`config.mk`:
```
export PLATFORM = sky130hd
export DESIGN_NAME = or_rr_arbiter
export DESIGN_NICKNAME = d
export VERILOG_FILES = /design/src/rtl/or_arb_pkg.sv /design/src/rtl/or_rr_arbiter_rr_pick.sv /design/src/rtl/or_rr_arbiter.sv
export SDC_FILE = /design/constraint.sdc
export NUM_CORES = 1
export LEC_CHECK = 0
export CAP_MARGIN = 20
export CORE_ASPECT_RATIO = 0.7
export CORE_MARGIN = 2
export CORE_UTILIZATION = 24
export DETAILED_ROUTE_END_ITERATION = 7
export SLEW_MARGIN = 20
export SYNTH_ARGS = -nofsm -noshare
export SYNTH_HDL_FRONTEND = slang
export SYNTH_SLANG_ARGS = --single-unit
```
`constraint.sdc`:
```
create_clock -name clk -period 2.3 [get_ports clk]
set_input_delay 0.46 -clock clk [delete_from_list [all_inputs] [get_ports clk]]
set_output_delay 0.46 -clock clk [all_outputs]
set_load 0.01 [all_outputs]
```
`src/rtl/or_arb_pkg.sv`:
```
// ---------------------------------------------------------------------------
// or_arb_pkg
// Shared definitions for the OR-resource round-robin arbiter.
//   - FSM state type and encodings (IDLE, GRANT, REL)
//   - Default sizing constants used as parameter defaults by the top level
// ---------------------------------------------------------------------------
package or_arb_pkg;

    typedef logic [1:0] state_t;

    localparam state_t ST_IDLE  = 2'd0;
    localparam state_t ST_GRANT = 2'd1;
    localparam state_t ST_REL   = 2'd2;

    localparam int DEFAULT_N        = 3;
    localparam int DEFAULT_MAX_HOLD = 15;
    localparam int DEFAULT_CNT_W    = 4;

endpackage : or_arb_pkg

```
`src/rtl/or_rr_arbiter_rr_pick.sv`:
```
// ---------------------------------------------------------------------------
// rr_pick
// Combinational rotating-priority picker. Scans req starting at ptr and
// wrapping modulo N; the first set bit wins.
// Ports:
//   req      in  N    request vector
//   ptr      in  IW   index with highest priority this cycle
//   pick     out N    one-hot winner, zero when req is zero
//   pick_id  out IW   index of the winner, zero when req is zero
// ---------------------------------------------------------------------------
module rr_pick #(
    parameter int N  = 3,
    parameter int IW = 2
) (
    input  logic [N-1:0]  req,
    input  logic [IW-1:0] ptr,
    output logic [N-1:0]  pick,
    output logic [IW-1:0] pick_id
);

    logic          found;
    int            j;
    logic [IW-1:0] jj;

    always_comb begin
        pick    = '0;
        pick_id = '0;
        found   = 1'b0;
        j       = 0;
        jj      = '0;
        for (int i = 0; i < N; i++) begin
            // Offset from ptr, folded back into 0..N-1 (ptr < N, so one
            // subtraction is enough).
            j = int'(ptr) + i;
            if (j >= N) begin
                j = j - N;
            end
            jj = IW'(j);
            // found latches the first hit so pick can never be multi-hot.
            if (!found && req[jj]) begin
                found    = 1'b1;
                pick[jj] = 1'b1;
                pick_id  = jj;
            end
        end
    end

endmodule : rr_pick

```
`src/rtl/or_rr_arbiter.sv`:
```
// ---------------------------------------------------------------------------
// or_rr_arbiter
// Round-robin arbiter sequencing N requesters onto one shared OR datapath.
// Exactly one grant at a time; a grant ends on done, on the grantee dropping
// its request, or on the hold limit (which also pulses timeout).
//
// Handshake: req[i] is a level request held high for as long as requester i
// wants the resource. gnt[i] high means requester i owns the resource. The
// owner ends its tenure by pulsing done (sampled only while busy) or by
// lowering req[i]; either way gnt drops on the next cycle, and at least one
// gnt-low cycle separates any two grants.
//
// Ports:
//   clk        in   1     rising-edge clock
//   rst_n      in   1     asynchronous active-low reset
//   req        in   N     request lines
//   done       in   1     release strobe from current grantee
//   gnt        out  N     one-hot grant, zero when idle
//   gnt_id     out  IW    index of current grantee, valid while busy
//   busy       out  1     a grant is active
//   any_req    out  1     registered OR of req
//   timeout    out  1     one-cycle pulse on forced release
//   state_dbg  out  2     FSM state (debug)
//   ptr_dbg    out  IW    round-robin priority pointer (debug)
// ---------------------------------------------------------------------------
module or_rr_arbiter
    import or_arb_pkg::*;
#(
    parameter  int N        = DEFAULT_N,
    parameter  int MAX_HOLD = DEFAULT_MAX_HOLD,
    parameter  int CNT_W    = DEFAULT_CNT_W,
    localparam int IW       = $clog2(N)
) (
    input  logic          clk,
    input  logic          rst_n,
    input  logic [N-1:0]  req,
    input  logic          done,
    output logic [N-1:0]  gnt,
    output logic [IW-1:0] gnt_id,
    output logic          busy,
    output logic          any_req,
    output logic          timeout,
    output state_t        state_dbg,
    output logic [IW-1:0] ptr_dbg
);

    state_t         state;
    logic [IW-1:0]  ptr;
    logic [CNT_W-1:0] cnt;

    logic [N-1:0]   pick;
    logic [IW-1:0]  pick_id;
    logic           owner_req;
    logic           hold_limit;
    logic           release_now;
    logic [IW-1:0]  next_ptr;

    rr_pick #(
        .N  (N),
        .IW (IW)
    ) u_rr_pick (
        .req     (req),
        .ptr     (ptr),
        .pick    (pick),
        .pick_id (pick_id)
    );

    assign owner_req   = req[gnt_id];
    assign hold_limit  = (cnt == CNT_W'(MAX_HOLD - 1));
    assign release_now = done || !owner_req || hold_limit;
    assign next_ptr    = (gnt_id == IW'(N - 1)) ? '0 : gnt_id + 1'b1;

    assign state_dbg = state;
    assign ptr_dbg   = ptr;

    always_ff @(posedge clk or negedge rst_n) begin
        if (!rst_n) begin
            state   <= ST_IDLE;
            ptr     <= '0;
            cnt     <= '0;
            gnt     <= '0;
            gnt_id  <= '0;
            busy    <= 1'b0;
            any_req <= 1'b0;
            timeout <= 1'b0;
        end else begin
            any_req <= |req;
            timeout <= 1'b0;
            case (state)
                // REL is the mandatory gnt-low cycle after a release. The next
                // grant is decided at its closing edge, so the gap is exactly
                // one cycle; with nothing pending it falls back to IDLE.
                ST_IDLE, ST_REL: begin
                    if (|req) begin
                        gnt    <= pick;
                        gnt_id <= pick_id;
                        busy   <= 1'b1;
                        cnt    <= '0;
                        state  <= ST_GRANT;
                    end else begin
                        state  <= ST_IDLE;
                    end
                end
                ST_GRANT: begin
                    if (release_now) begin
                        gnt     <= '0;
                        busy    <= 1'b0;
                        ptr     <= next_ptr;
                        cnt     <= '0;
                        state   <= ST_REL;
                        // A voluntary release in the limit cycle wins over
                        // the forced one, so no timeout pulse then.
                        timeout <= hold_limit && !done && owner_req;
                    end else begin
                        cnt     <= cnt + 1'b1;
                    end
                end
                default: begin
                    state <= ST_IDLE;
                    gnt   <= '0;
                    busy  <= 1'b0;
                    cnt   <= '0;
                end
            endcase
        end
    end

endmodule : or_rr_arbiter

```
==> flow_summary.toml <==
[cts]
hold_buffers = 0
clk_pin_slew_ns = 0.06
post_cts_buffers = 0
cts-resized-gates = 0
clk_latency_ns = 0.24
clock-root-buffer = "clkbuf_8"
clk_path_buf_depth = 2
numClockSinks = 16
cts_buffers = 3
cts_htree_levels = 1
cts_tree = "yes"

[global_routing]
grt_pass1_wl_um = 3310
antenna_found_initial = 0
grt_max_degree = 17
grt_pass1_vias = 698
grt_util_all_layers = 0.0971
gr-total-overflow = 0

[synth]
yosysSeqAreaShare = 0.439
ys_types = 34
synth_top_family_by_area = "compound AO/OA/AOI/OAI gates"
syn-num-nets = 104
yosys_warnings = 0
ys_async_sr_fraction = 1.00
synth_common_cells = "dfrtp_1, o21ai_0, ha_1, inv_1, nand2_1"
synth_top_cell_area_share = 0.439
yosys.area.top_type = "dfrtp_1"
synthAdderAreaFrac = 0.0823
synthXorXnorAreaFrac = 0.0192
yosys.area_share.simple = 0.192
synth_compound_area_frac = 0.195
synth_edf_count = 0
ys_top_cells_by_area = "dfrtp_1, ha_1, o21ai_0"
syn_avg_cell_area_um2 = 9.91
yosys-mux-area-fraction = 0.0439
synth.most_common_cell = "dfrtp_1"
synth_seq_cells = 16
synth_flop_cell = "dfrtp_1"
synth_area_um2 = 912
syn_inst = 92

[cells_and_area]
antenna_cells = 0
area_delta_synth_final_pct = 33.7
post-route-util = 0.341
drive_gt1_frac = 0.0948
instances_no_fill = 166
fillers = 370
layout.nets = 130
fin_area_um2 = 1220

[worst_setup_path]
cp_cell_sequence = "inv_1 > ha_1 > mux2i_1 > o21ai_0 > and2_1 > a31o_2 > a22o_1"
slowest_stage = "dfrtp_1"
critPathBufInv = 1
path_class = "reg2reg"
required_ns = 2.43
cp_max_fo = 5
arrival_ns = 2.04
crit_family = "compound AO/OA/AOI/OAI gates"
end_kind = "flip-flop"
crit_cells = 7
reg2reg_depth = 7
max_stage_delay_ns = 0.43
start_kind = "flip-flop"

[floorplanning]
core_um2 = 3580
die_height_um = 55.6
initial_core_util = 0.255
ios = 18
fp.dieW_um = 77.7
die_area_um2 = 4320
num_rows = 18

[placed_design]
io_buffers = 17
hpwlAfterDp_um = 1520
dp_slack_ns = 0.176
place_inst = 163
gp_congestion = 0.790
dpl_cell_area_um2 = 1180

[sta]
period_needed_ns = 1.91
max_slew_margin = 0.536
worst_slew_pin_slew_ns = 0.695
clock_skew_ns = 0.00241
setup_ws_ns = 0.394
tns_ns = 0
fmax_ghz = 0.525
rsz0062_at_grt = "no"
setup_viol = 0
finalHoldViolCount = 0
finalMaxSlewViolations = 0
fin_crit_sh = 0.829

[drt]
wirelength_um = 1990
drt-initial-drc-count = 32
vias = 747
vias_per_cell = 4.50
postRouteAntennaNets = 0
wl_per_cell_um = 12.0
dr.pass1.iters = 4
post-route-drc-count = 0

[min_path]
hold_class = "reg2reg"
holdPathStages = 1

[power_and_ir_drop]
p_per_area_nw_per_um2 = 1120
peakVddDrop_v = 0.000442
power.leakage_nw = 0.527

[status]
status = "finished clean"

[run]
maxCapViolations = 0
[worst reg2reg max path, cell delays in order (launching register included)]
cell	delay (ns)
dfrtp_1	0.43
inv_1	0.10
ha_1	0.26
mux2i_1	0.25
o21ai_0	0.16
and2_1	0.20
a31o_2	0.22
a22o_1	0.18
[layout by cell type, fill, tap and decap left out, types with 3 or more instances in the layout]
cell type and n:
nand2_1 6, inv_1 6, buf_4 5, mux2i_1 4, a21oi_1 5, o21ai_0 9
clkbuf_8 3, nor2_1 5, ha_1 6, dfrtp_1 16, nand2b_1 5, clkdlybuf4s50_1 17
[final cells by class]
cell class	instances	area, um^2	share of cell area
tap	50	62.6	0.0513
timing repair buffer	22	208	0.170
clock buffer	3	41.3	0.0338
multi-input combinational	69	485	0.398
inverter	6	22.5	0.0185
sequential	16	400	0.328
[state kept, by name, summed over array words and instances, names as in the netlist]
signal / count
timeout: 1
gnt: 3
any_req: 1
cnt: 4
gnt_id: 2
busy: 1
state_dbg: 2
ptr_dbg: 2
[per-layer routing]
metal	routed length (um)	vias to the layer above	global-route usage
met5	0	-	0
met4	22	0	0.0306
met3	79	2	0.0276
met2	824	14	0.128
met1	1070	350	0.149
li1	-	381	-
[cells by family (layout without fill, tap and decap cells)]
logic type                 Yosys count  in the layout
and+or+nand+nor                     29             29
AOI/OAI and AO/OA                   28             28
DFF                                 16             16
buffers and inverters                7             31
adders and majority gates            6              6
muxes                                4              4
xor gates and xnor gates             2              2
[power by group]
part | leakage, nW | switching [W] | internal, W | total [W]
clock network | 0.0216 | 0.0000913 | 0.000116 | 0.000207
logic | 0.300 | 0.000335 | 0.000362 | 0.000697
registers | 0.205 | 0.0000880 | 0.000368 | 0.000456
total | 0.527 | 0.000514 | 0.000846 | 0.00136
[per-stage QoR]
step | power [W] | hold slack, ns
2_1_floorplan | 0.000851 | 0.164
3_3_place_gp | 0.00115 | 0.476
3_5_place_dp | 0.00115 | 0.471
4_1_cts | 0.00137 | 0.490
5_1_grt | 0.00147 | 0.510
6_report | 0.00136 | 0.481
[path summary, 6_finish.rpt]
path | startpoint | to | slack (ns)
worst max-delay path | ptr_dbg[1] | gnt[1] | 0.39
worst min-delay path | busy | busy | 0.48
worst max register to register | ptr_dbg[1] | gnt[1] | 0.39
worst min register to register | busy | busy | 0.48
max in group asynchronous | rst_n | gnt_id[1] | 1.23
min in group asynchronous | rst_n | cnt[1] | 0.63
Power figures use the tool's default switching activity.
